[src/rtl/load_store_unit_pkg.sv]
// ---------------------------------------------------------------------------
// load_store_unit_pkg
// Shared definitions for the data-memory load/store path.
//   - LS_* size encodings as produced by the instruction decoder
//   - ls_state_e: transaction state of the load/store unit
//   - DEFAULT_TIMEOUT_CYCLES / DEFAULT_CNT_W: acknowledge timeout defaults
//   - helpers for alignment checking and byte-enable generation
// ---------------------------------------------------------------------------
package load_store_unit_pkg;

    localparam logic [1:0] LS_BYTE    = 2'b00;
    localparam logic [1:0] LS_HALF    = 2'b01;
    localparam logic [1:0] LS_WORD    = 2'b10;
    localparam logic [1:0] LS_ILLEGAL = 2'b11;

    // Cycles to wait for an acknowledge before raising a bus error (>= 1).
    localparam int DEFAULT_TIMEOUT_CYCLES = 16;
    // Counter width; 2**DEFAULT_CNT_W must exceed the timeout.
    localparam int DEFAULT_CNT_W          = 5;

    typedef enum logic {
        ST_IDLE = 1'b0,
        ST_BUSY = 1'b1
    } ls_state_e;

    // An access is rejected if its size is illegal or it straddles its
    // natural alignment boundary.
    function automatic logic is_misaligned(input logic [1:0] size,
                                           input logic [1:0] off);
        return (size == LS_ILLEGAL)
            || ((size == LS_HALF) && off[0])
            || ((size == LS_WORD) && (off != 2'b00));
    endfunction

    function automatic logic [3:0] byte_enables(input logic [1:0] size,
                                                input logic [1:0] off);
        logic [3:0] be;
        case (size)
            LS_BYTE: be = 4'b0001 << off;
            LS_HALF: be = 4'b0011 << off;
            default: be = 4'b1111;
        endcase
        return be;
    endfunction

endpackage

[src/rtl/load_store_unit_align_ext.sv]
// ---------------------------------------------------------------------------
// load_align_ext
// Purely combinational extraction of a byte/half/word from a 32-bit read
// word, followed by sign or zero extension to 32 bits.
// Ports:
//   off_in       byte offset within the word (addr[1:0])
//   size_in      LS_BYTE / LS_HALF / LS_WORD
//   unsigned_in  1 = zero-extend, 0 = sign-extend
//   rdata_in     raw read word from the memory port
//   data_out     aligned, extended result
// ---------------------------------------------------------------------------
module load_align_ext
    import load_store_unit_pkg::*;
(
    input  logic [1:0]  off_in,
    input  logic [1:0]  size_in,
    input  logic        unsigned_in,
    input  logic [31:0] rdata_in,
    output logic [31:0] data_out
);

    logic [7:0]  byte_sel;
    logic [15:0] half_sel;
    logic        byte_sign;
    logic        half_sign;

    always_comb begin
        byte_sel  = rdata_in[{off_in, 3'b000} +: 8];
        // Halves are only ever naturally aligned, so off[1] picks the half.
        half_sel  = rdata_in[{off_in[1], 4'b0000} +: 16];
        byte_sign = ~unsigned_in & byte_sel[7];
        half_sign = ~unsigned_in & half_sel[15];
        case (size_in)
            LS_BYTE: data_out = {{24{byte_sign}}, byte_sel};
            LS_HALF: data_out = {{16{half_sign}}, half_sel};
            default: data_out = rdata_in;
        endcase
    end

endmodule

[src/rtl/load_store_unit.sv]
// ---------------------------------------------------------------------------
// load_store_unit
// Data-memory side of the load/store path. Accepts one memory instruction at
// a time from execute, runs a req/ack transaction on the data-memory port,
// returns extended load data, and reports misaligned accesses and
// acknowledge timeouts.
// Ports:
//   clk_in, rst_n_in                 clock, async active-low reset
//   ls_valid_in, is_load_in,
//   is_store_in, load_size_in,
//   load_unsigned_in, addr_in,
//   store_data_in                    request from execute
//   flush_in                         pipeline flush/trap
//   ls_ready_out, stall_out          unit idle / pipeline stall
//   dmem_req_out, dmem_we_out,
//   dmem_addr_out, dmem_be_out,
//   dmem_wdata_out                   memory request (held until ack)
//   dmem_ack_in, dmem_rdata_in       memory response
//   load_data_out, load_valid_out    load result (valid pulse)
//   store_done_out                   store completion pulse
//   misaligned_out, bus_err_out      fault pulses to trap logic
// ---------------------------------------------------------------------------
module load_store_unit
    import load_store_unit_pkg::*;
#(
    parameter int TIMEOUT_CYCLES = DEFAULT_TIMEOUT_CYCLES,
    parameter int CNT_W          = DEFAULT_CNT_W
) (
    input  logic        clk_in,
    input  logic        rst_n_in,
    input  logic        ls_valid_in,
    input  logic        is_load_in,
    input  logic        is_store_in,
    input  logic [1:0]  load_size_in,
    input  logic        load_unsigned_in,
    input  logic [31:0] addr_in,
    input  logic [31:0] store_data_in,
    input  logic        flush_in,
    output logic        ls_ready_out,
    output logic        stall_out,
    output logic        dmem_req_out,
    output logic        dmem_we_out,
    output logic [31:0] dmem_addr_out,
    output logic [3:0]  dmem_be_out,
    output logic [31:0] dmem_wdata_out,
    input  logic        dmem_ack_in,
    input  logic [31:0] dmem_rdata_in,
    output logic [31:0] load_data_out,
    output logic        load_valid_out,
    output logic        store_done_out,
    output logic        misaligned_out,
    output logic        bus_err_out
);

    localparam logic [CNT_W-1:0] TIMEOUT_LAST = CNT_W'(TIMEOUT_CYCLES - 1);

    ls_state_e         state_q, state_d;
    logic              ready_q, ready_d;
    logic              req_q, req_d;
    logic              we_q, we_d;
    logic [31:0]       addr_q, addr_d;
    logic [3:0]        be_q, be_d;
    logic [31:0]       wdata_q, wdata_d;
    logic [1:0]        size_q, size_d;
    logic              unsigned_q, unsigned_d;
    logic [1:0]        off_q, off_d;
    logic [CNT_W-1:0]  cnt_q, cnt_d;
    logic              flush_pending_q, flush_pending_d;
    logic [31:0]       load_data_q, load_data_d;
    logic              load_valid_q, load_valid_d;
    logic              store_done_q, store_done_d;
    logic              misaligned_q, misaligned_d;
    logic              bus_err_q, bus_err_d;

    logic              accept;
    logic              suppress;
    logic [31:0]       wdata_lanes;
    logic [31:0]       load_ext;

    // Store data replication: every byte lane carries the byte that belongs
    // there for the given size, so memory only needs the byte enables.
    for (genvar gi = 0; gi < 4; gi++) begin : g_wdata_lane
        assign wdata_lanes[8*gi +: 8] =
            (load_size_in == LS_BYTE) ? store_data_in[7:0] :
            (load_size_in == LS_HALF) ? store_data_in[8*(gi % 2) +: 8] :
                                        store_data_in[8*gi +: 8];
    end

    load_align_ext u_align_ext (
        .off_in      (off_q),
        .size_in     (size_q),
        .unsigned_in (unsigned_q),
        .rdata_in    (dmem_rdata_in),
        .data_out    (load_ext)
    );

    // ready_q also gates acceptance: after a transaction ends the unit spends
    // one IDLE cycle delivering its result before taking the next request.
    assign accept = ls_valid_in & (is_load_in | is_store_in) & ~flush_in & ready_q;

    always_comb begin
        state_d         = state_q;
        ready_d         = ready_q;
        req_d           = req_q;
        we_d            = we_q;
        addr_d          = addr_q;
        be_d            = be_q;
        wdata_d         = wdata_q;
        size_d          = size_q;
        unsigned_d      = unsigned_q;
        off_d           = off_q;
        cnt_d           = cnt_q;
        flush_pending_d = flush_pending_q;
        load_data_d     = load_data_q;
        load_valid_d    = 1'b0;
        store_done_d    = 1'b0;
        misaligned_d    = 1'b0;
        bus_err_d       = 1'b0;
        suppress        = 1'b0;

        case (state_q)
            ST_IDLE: begin
                if (!ready_q) begin
                    ready_d = 1'b1;
                end else if (accept) begin
                    if (is_misaligned(load_size_in, addr_in[1:0])) begin
                        misaligned_d = 1'b1;
                    end else begin
                        state_d         = ST_BUSY;
                        ready_d         = 1'b0;
                        req_d           = 1'b1;
                        we_d            = is_store_in;
                        addr_d          = {addr_in[31:2], 2'b00};
                        be_d            = byte_enables(load_size_in, addr_in[1:0]);
                        wdata_d         = wdata_lanes;
                        size_d          = load_size_in;
                        unsigned_d      = load_unsigned_in;
                        off_d           = addr_in[1:0];
                        cnt_d           = '0;
                        flush_pending_d = 1'b0;
                    end
                end
            end
            ST_BUSY: begin
                // A flush never cancels the bus transaction; it only hides
                // the outcome from the pipeline.
                suppress = flush_pending_q | flush_in;
                if (flush_in) begin
                    flush_pending_d = 1'b1;
                end
                if (dmem_ack_in) begin
                    state_d         = ST_IDLE;
                    req_d           = 1'b0;
                    cnt_d           = '0;
                    flush_pending_d = 1'b0;
                    if (we_q) begin
                        store_done_d = ~suppress;
                    end else if (!suppress) begin
                        load_valid_d = 1'b1;
                        load_data_d  = load_ext;
                    end
                end else if (cnt_q == TIMEOUT_LAST) begin
                    state_d         = ST_IDLE;
                    req_d           = 1'b0;
                    cnt_d           = '0;
                    flush_pending_d = 1'b0;
                    bus_err_d       = ~suppress;
                end else begin
                    cnt_d = cnt_q + CNT_W'(1);
                end
            end
            default: begin
                state_d = ST_IDLE;
                ready_d = 1'b1;
                req_d   = 1'b0;
            end
        endcase
    end

    always_ff @(posedge clk_in or negedge rst_n_in) begin
        if (!rst_n_in) begin
            state_q         <= ST_IDLE;
            ready_q         <= 1'b1;
            req_q           <= 1'b0;
            we_q            <= 1'b0;
            addr_q          <= '0;
            be_q            <= '0;
            wdata_q         <= '0;
            size_q          <= LS_BYTE;
            unsigned_q      <= 1'b0;
            off_q           <= '0;
            cnt_q           <= '0;
            flush_pending_q <= 1'b0;
            load_data_q     <= '0;
            load_valid_q    <= 1'b0;
            store_done_q    <= 1'b0;
            misaligned_q    <= 1'b0;
            bus_err_q       <= 1'b0;
        end else begin
            state_q         <= state_d;
            ready_q         <= ready_d;
            req_q           <= req_d;
            we_q            <= we_d;
            addr_q          <= addr_d;
            be_q            <= be_d;
            wdata_q         <= wdata_d;
            size_q          <= size_d;
            unsigned_q      <= unsigned_d;
            off_q           <= off_d;
            cnt_q           <= cnt_d;
            flush_pending_q <= flush_pending_d;
            load_data_q     <= load_data_d;
            load_valid_q    <= load_valid_d;
            store_done_q    <= store_done_d;
            misaligned_q    <= misaligned_d;
            bus_err_q       <= bus_err_d;
        end
    end

    assign ls_ready_out   = ready_q;
    assign stall_out      = ~ready_q;
    assign dmem_req_out   = req_q;
    assign dmem_we_out    = we_q;
    assign dmem_addr_out  = addr_q;
    assign dmem_be_out    = be_q;
    assign dmem_wdata_out = wdata_q;
    assign load_data_out  = load_data_q;
    assign load_valid_out = load_valid_q;
    assign store_done_out = store_done_q;
    assign misaligned_out = misaligned_q;
    assign bus_err_out    = bus_err_q;

endmodule

[config.mk]
export PLATFORM = sky130hd
export DESIGN_NAME = load_store_unit
export DESIGN_NICKNAME = d
export VERILOG_FILES = /design/src/rtl/load_store_unit_pkg.sv /design/src/rtl/load_store_unit_align_ext.sv /design/src/rtl/load_store_unit.sv
export SDC_FILE = /design/constraint.sdc
export NUM_CORES = 1
export LEC_CHECK = 0
export BUFFER_PORTS_ARGS = -buffer_cell sky130_fd_sc_hd__buf_2
export CAP_MARGIN = 20
export CELL_PAD_IN_SITES_DETAIL_PLACEMENT = 2
export CELL_PAD_IN_SITES_GLOBAL_PLACEMENT = 2
export CORE_MARGIN = 5
export CORE_UTILIZATION = 30
export DETAILED_ROUTE_END_ITERATION = 8
export GPL_ROUTABILITY_DRIVEN = 0
export PLACE_DENSITY_LB_ADDON = 0.1
export RECOVER_POWER = 100
export SLEW_MARGIN = 10
export SYNTH_ARGS = -nofsm -noshare
export SYNTH_HDL_FRONTEND = slang
export SYNTH_SLANG_ARGS = --single-unit
[constraint.sdc]
create_clock -name clk_in -period 4 [get_ports clk_in]
set_input_delay 0.8 -clock clk_in [delete_from_list [all_inputs] [get_ports clk_in]]
set_output_delay 0.8 -clock clk_in [all_outputs]
set_load 0.01 [all_outputs]
# After elaboration in Yosys (flattened, before gate mapping)
# Cells that the tools add are included.
# word_totals
ff_bits	117
latch_bits	0
mem_bits_rw	0
mem_bits_ro	0
mem_count	0
# classes
add_sub_neg	1
multipliers	0
div	0
order_cmp	0
n_eq_ne	10
shifts	4
muxes	48
n_bitwise	14
reduce_logical	12
# op_table
cell	count
$pmux 32 s2	1
$mux 8	5
$mux 1	32
$shiftx 32x6->16	1
$shiftx 32x6->8	1
$mux 5	5
$reduce_and 4->1	4
$pmux 5 s2	1
$pmux 4 s2	1
$not 1->1	7
$ne 2x2->1 const B	3
$pmux 1 s2	3
$add 5x1->5 const B	1
$and 1x1->1	5
$eq 5x4->1 const B	1
$eq 2x1->1 const B	2
$eq 2x2->1 const B	2
$logic_not 2->1	2
$ne 4x3->1 const B	1
$shl 1x2->4 const A	1
$shl 2x2->4 const A	1
$ne 3x2->1 const B	1
$reduce_and 3->1	1
$logic_and 1x1->1	2
other kinds (3)	5

# Longest topological paths before layout
# logic_depth
word_depth	8
mapped_depth	7
mapped_depth_nobuf	5

# Cells and area by module
# A second synthesis with hierarchy kept.
# unflattened
cells_unflattened	490
hier_area_um2	5786.8
# modules_own_cells
module	instances	cells_each	area_per_inst_um2	seq_area_each_um2
load_store_unit	1	373	5072.4	2929.1
load_align_ext	1	117	714.4	0.0

# Worst setup path after synthesis
# No wires, ideal clock.
# synth_path
path_kind	in2reg
from	in load_size_in[0]
to	reg wdata_q[24], in the netlist dmem_wdata_out[24]
setup_time_ns	0.133
arrival_ns	1.823
path_slack_ns	2.044
path_stages	7
path_cell_list	buf_2 -> nor3_4 -> o2111ai_1 -> buf_2 -> buf_2 -> nand2_1 -> o21ai_0
# synth_via
elab_chain_len	6
word_cells_on_any_way	12
# synth_rtl
item	line	rtl
start: declaration	load_store_unit.sv:34	input logic [1:0] load_size_in,
$eq 2x1->1	load_store_unit_pkg.sv:31, load_store_unit.sv:85	
$logic_and 1x1->1	load_store_unit_pkg.sv:31	|| ((size == LS_HALF) && off[0])
$logic_or 1x1->1	load_store_unit_pkg.sv:31	
$logic_or 1x1->1	load_store_unit_pkg.sv:32	|| ((size == LS_WORD) && (off != 2'b00));
$not 1->1 (no source line)	--	
$reduce_and 4->1 (no source line)	--	
end signal: assignment	load_store_unit.sv:206	wdata_q <= wdata_d;
end: declaration	load_store_unit.sv:63	logic [31:0] wdata_q, wdata_d;
# Parallel ways exist; a longest one is shown, timed or not.
# A chain may end at the register's enable or synchronous reset.

# Final worst setup path
# layout_path
from	reg off_q[1]
to	reg load_data_q[31], in the netlist load_data_out[31]
# layout_via
elab_chain_len	3
word_cells_on_any_way	5
# layout_rtl
item	line	rtl
start: declaration	load_store_unit.sv:66	logic [1:0] off_q, off_d;
start signal: assignment	load_store_unit.sv:191	off_q <= '0;
start signal: assignment	load_store_unit.sv:209	off_q <= off_d;
$shiftx 32x6->16 or $shiftx 32x6->8 (tied branches)	load_store_unit_align_ext.sv:30, load_store_unit_align_ext.sv:28	
$and 1x1->1, on equally long branches	load_store_unit_align_ext.sv:32, load_store_unit_align_ext.sv:31	
$pmux 32 s2 *	load_store_unit_align_ext.sv:33	case (size_in)
end signal: assignment	load_store_unit.sv:212	load_data_q <= load_data_d;
end: declaration	load_store_unit.sv:69	logic [31:0] load_data_q, load_data_d;
# Every way passes the cells marked *; elsewhere a longest branch is shown, timed or not.

==> results_dict.tcl <==
set metrics [dict create \
    yosys.area_share.simple_pct 21.4 \
    drive_above_1_share_pct 18.1 \
    post-route-period-util_pct 77.0 \
    clk_latency_ns 0.41 \
    met1_usage_pct 22.9 \
    fin_ws_ns 0.921 \
    holdPathStages 2 \
    cts_buffers 17 \
    port_buffers 211 \
    cp_cell_sequence "mux2i_1, nor2_1, o211ai_1, o311ai_0" \
    clock_skew_ns 0.00898 \
    slew_viol_final 49 \
    critical-path-top-delay-family "compound AO/OA/AOI/OAI gates" \
    yosys.cell_types.count 47 \
    synth_edf_count 0 \
    reg2reg_from "off_q[1]$_DFFE_PN0P_" \
    cp_max_fo 22 \
    cpPeakStageDelay_ns 1.10 \
    hold_viol_final 0 \
    outcome "finished with violations" \
    cts-resized-gates 0 \
    dp.final_hpwl_mm 14.6 \
    gr-total-overflow 0 \
    slew_headroom_pct -17.4 \
    grt_util_met2_pct 32.8 \
    syn2layout_area_growth_pct 31.4 \
    diodes 0 \
    power.density_nw_per_um2 661 \
    synth.avg_cell_area_um2 9.16 \
    hold_path.class "register to register" \
    synthAdderAreaFrac_pct 0.227 \
    grt_use_total_pct 18.9 \
    yosys_register_bits 117 \
    worst_setup_path_start_kind "register" \
    reg2regPathDepth 4 \
    final_util_pct 40.1 \
    synth_top_area_share_pct 52.7 \
    worstHoldStart "dmem_addr_out[22]$_DFFE_PN0P_" \
    place_ws_ns 1.13 \
    busiest_layer "met2" \
    grt_pass1_wl_mm 32.5 \
    core-area_um2 18000 \
    instances_no_fill 1036 \
    failed_checks "capacitance limit, slew limit" \
    yosys-mux-area-fraction_pct 7.61 \
    r2r_slack_ns 0.92 \
    grt_max_degree 85 \
    synth_warnings 0 \
    route.detailed.drc 0 \
    synthXorXnorAreaFrac_pct 0.318 \
    hold_buffers 0 \
    syn_inst 601 \
    rows 49 \
    cp_data_required_time_ns 4.20 \
    clock_sinks 117 \
    critPathSlowestCell "o211ai_1" \
    met3_usage_pct 5.61 \
    hold_end "dmem_addr_out[22]$_DFFE_PN0P_" \
    root_buffer "clkbuf_16" \
    worstSetupPathType "register to register" \
    drt-initial-drc-count 158 \
    async_flop_share_pct 100 \
    synthTopCellsByArea "dfrtp_1, nand2_1, mux2i_1, o21ai_0, nand3_1" \
    peakVddDrop_mv 0.334 \
    period_needed_ns 3.08 \
    pin_count 214 \
    power.total_mw 4.78 \
    end_kind "register" \
    synthesis.area_um2 5510 \
    fmax_mhz 325 \
    start_util_pct 30.5 \
    nets 901 \
    final_antenna_net_count 0 \
    antenna_found_initial 0 \
    vias_per_cell 5.01 \
    grt_pass1_vias 5880 \
    vias 5187 \
    yosysTopAreaCell "dfrtp_1" \
    wire_per_inst_um 19.3 \
    cts_tree "done" \
    dp.cells 1004 \
    synth_flop_cell "dfrtp_1" \
    synth_compound_area_share_pct 12.7 \
    setup-violations-final 0 \
    cp.arrival_ns 3.28 \
    dieWidth_um 145 \
    post_cts_buffers 0 \
    cap_violations 1 \
    finalSetupTns_ns 0 \
    seq_area_frac_synth_pct 53.2 \
    clk_pin_slew_ns 0.06 \
    r2r_end "load_data_out[31]$_DFFE_PN0P_" \
    drt-total-wl_mm 20.0 \
    dieArea_um2 21200 \
    drtPass1Iterations 4 \
    leakage_nw 3.53 \
    cts_max_path_buffers 2 \
    crit_buf_inv 0 \
    max_slew.worst_pin.slew_ns 1.76 \
    grt_setup_unrepaired "no" \
    htree_levels 4 \
    die-height_um 145 \
    synth_top_family_by_area "simple AND/OR/NAND/NOR gates" \
]
## layer usage
| metal | vias to the layer above | part of all wire, % |
|---|---|---|
| met4 | 0 | 1.3 |
| met1 | 2606 | 43 |
| met2 | 130 | 50 |
| li1 | 2430 | - |
| met3 | 21 | 5.8 |
| met5 | - | 0 |
## power by group
group          switching, mW  internal (mW)  leakage, nW
logic                  0.741          0.440         1.73
registers              0.257           1.53         1.47
clock network          0.543           1.27        0.333
## synthesized netlist by cell type, types with 7 or more instances
master and count:
buf_2 20, o22a_1 7, mux2i_1 34, nor4bb_1 7, o21ai_0 44, o31ai_1 7, nor2_1 25, a21oi_1 21
clkbuf_1 16, mux2_2 7, nand2_1 194, a211oi_1 7, nand3_1 34, inv_1 10, dfrtp_1 116
## worst max path at each step
stage / startpoint / to / slack, ns / depth (start not counted)
floorplan: load_size_in[0] / dmem_wdata_out[24]$_DFFE_PN0P_ / 2.04 / 7
global placement: load_size_in[1] / dmem_be_out[0]$_DFFE_PN0P_ / 1.15 / 5
detailed placement: load_size_in[1] / dmem_be_out[0]$_DFFE_PN0P_ / 1.13 / 5
CTS: off_q[1]$_DFFE_PN0P_ / load_data_out[31]$_DFFE_PN0P_ / 1.36 / 4
global route: load_size_in[1] / dmem_be_out[0]$_DFFE_PN0P_ / 0.67 / 5
finish: off_q[1]$_DFFE_PN0P_ / load_data_out[31]$_DFFE_PN0P_ / 0.92 / 4
## registers in the layout, indices dropped and copies added (netlist names), 2 cells and up
name / cells
dmem_wdata_out: 32
dmem_be_out: 4
cnt_q: 5
size_q: 2
off_q: 2
dmem_addr_out: 30
load_data_out: 32
## per-stage QoR
stage          area, µm²  hold WS, ns
2_1_floorplan       5510        0.461
3_3_place_gp        6730        0.452
3_5_place_dp        6730        0.466
4_1_cts             7420        0.472
5_1_grt             7240        0.508
6_report            7240        0.476
## cell type report
cell class / count / area [µm²]
Sequential cell: 117 / 2930
Clock buffer: 24 / 472
Fill cell: 2066 / 10800
Inverter: 10 / 37.5
Tap cell: 229 / 287
Clock inverter: 8 / 219
Multi-Input combinational cell: 432 / 2310
Timing Repair Buffer: 216 / 981
## logic make-up (layout without fill, tap and decap cells)
logic type                 after synthesis  after routing
AOI/OAI and AO/OA                      109            109
xor gates and xnor gates                 2              2
adders and majority gates                1              1
buffers and inverters                   53            258
DFF                                    117            117
muxes                                   41             41
other                                    1              2
and+or+nand+nor                        277            277
## placed cells by master (no fill, tap or decap), types with 3 or more instances in the layout
cell type / synthesis / final
o22ai_1: 4 / 4
mux2i_1: 34 / 34
mux2_2: 7 / 7
a21o_1: 3 / 3
nand2b_1: 3 / 3
nor2_1: 25 / 25
a21oi_1: 21 / 21
bufinv_16: 0 / 7
inv_1: 10 / 10
nand2_1: 194 / 194
nand3_1: 34 / 34
clkbuf_1: 16 / 113
buf_2: 20 / 103
a221o_1: 3 / 3
clkbuf_16: 0 / 17
nor4bb_1: 7 / 7
o22a_1: 7 / 7
o21ai_0: 44 / 44
a211oi_1: 7 / 7
nor3_1: 3 / 3
o31ai_1: 7 / 7
dfrtp_1: 116 / 116
## worst min-delay path, delay by kind of cell (launching register included)
family           cells  cell delay, ns
AND/OR/NAND/NOR      2            0.10
flip-flops           1            0.34
Note: power is estimated with default switching activity, not from simulation.
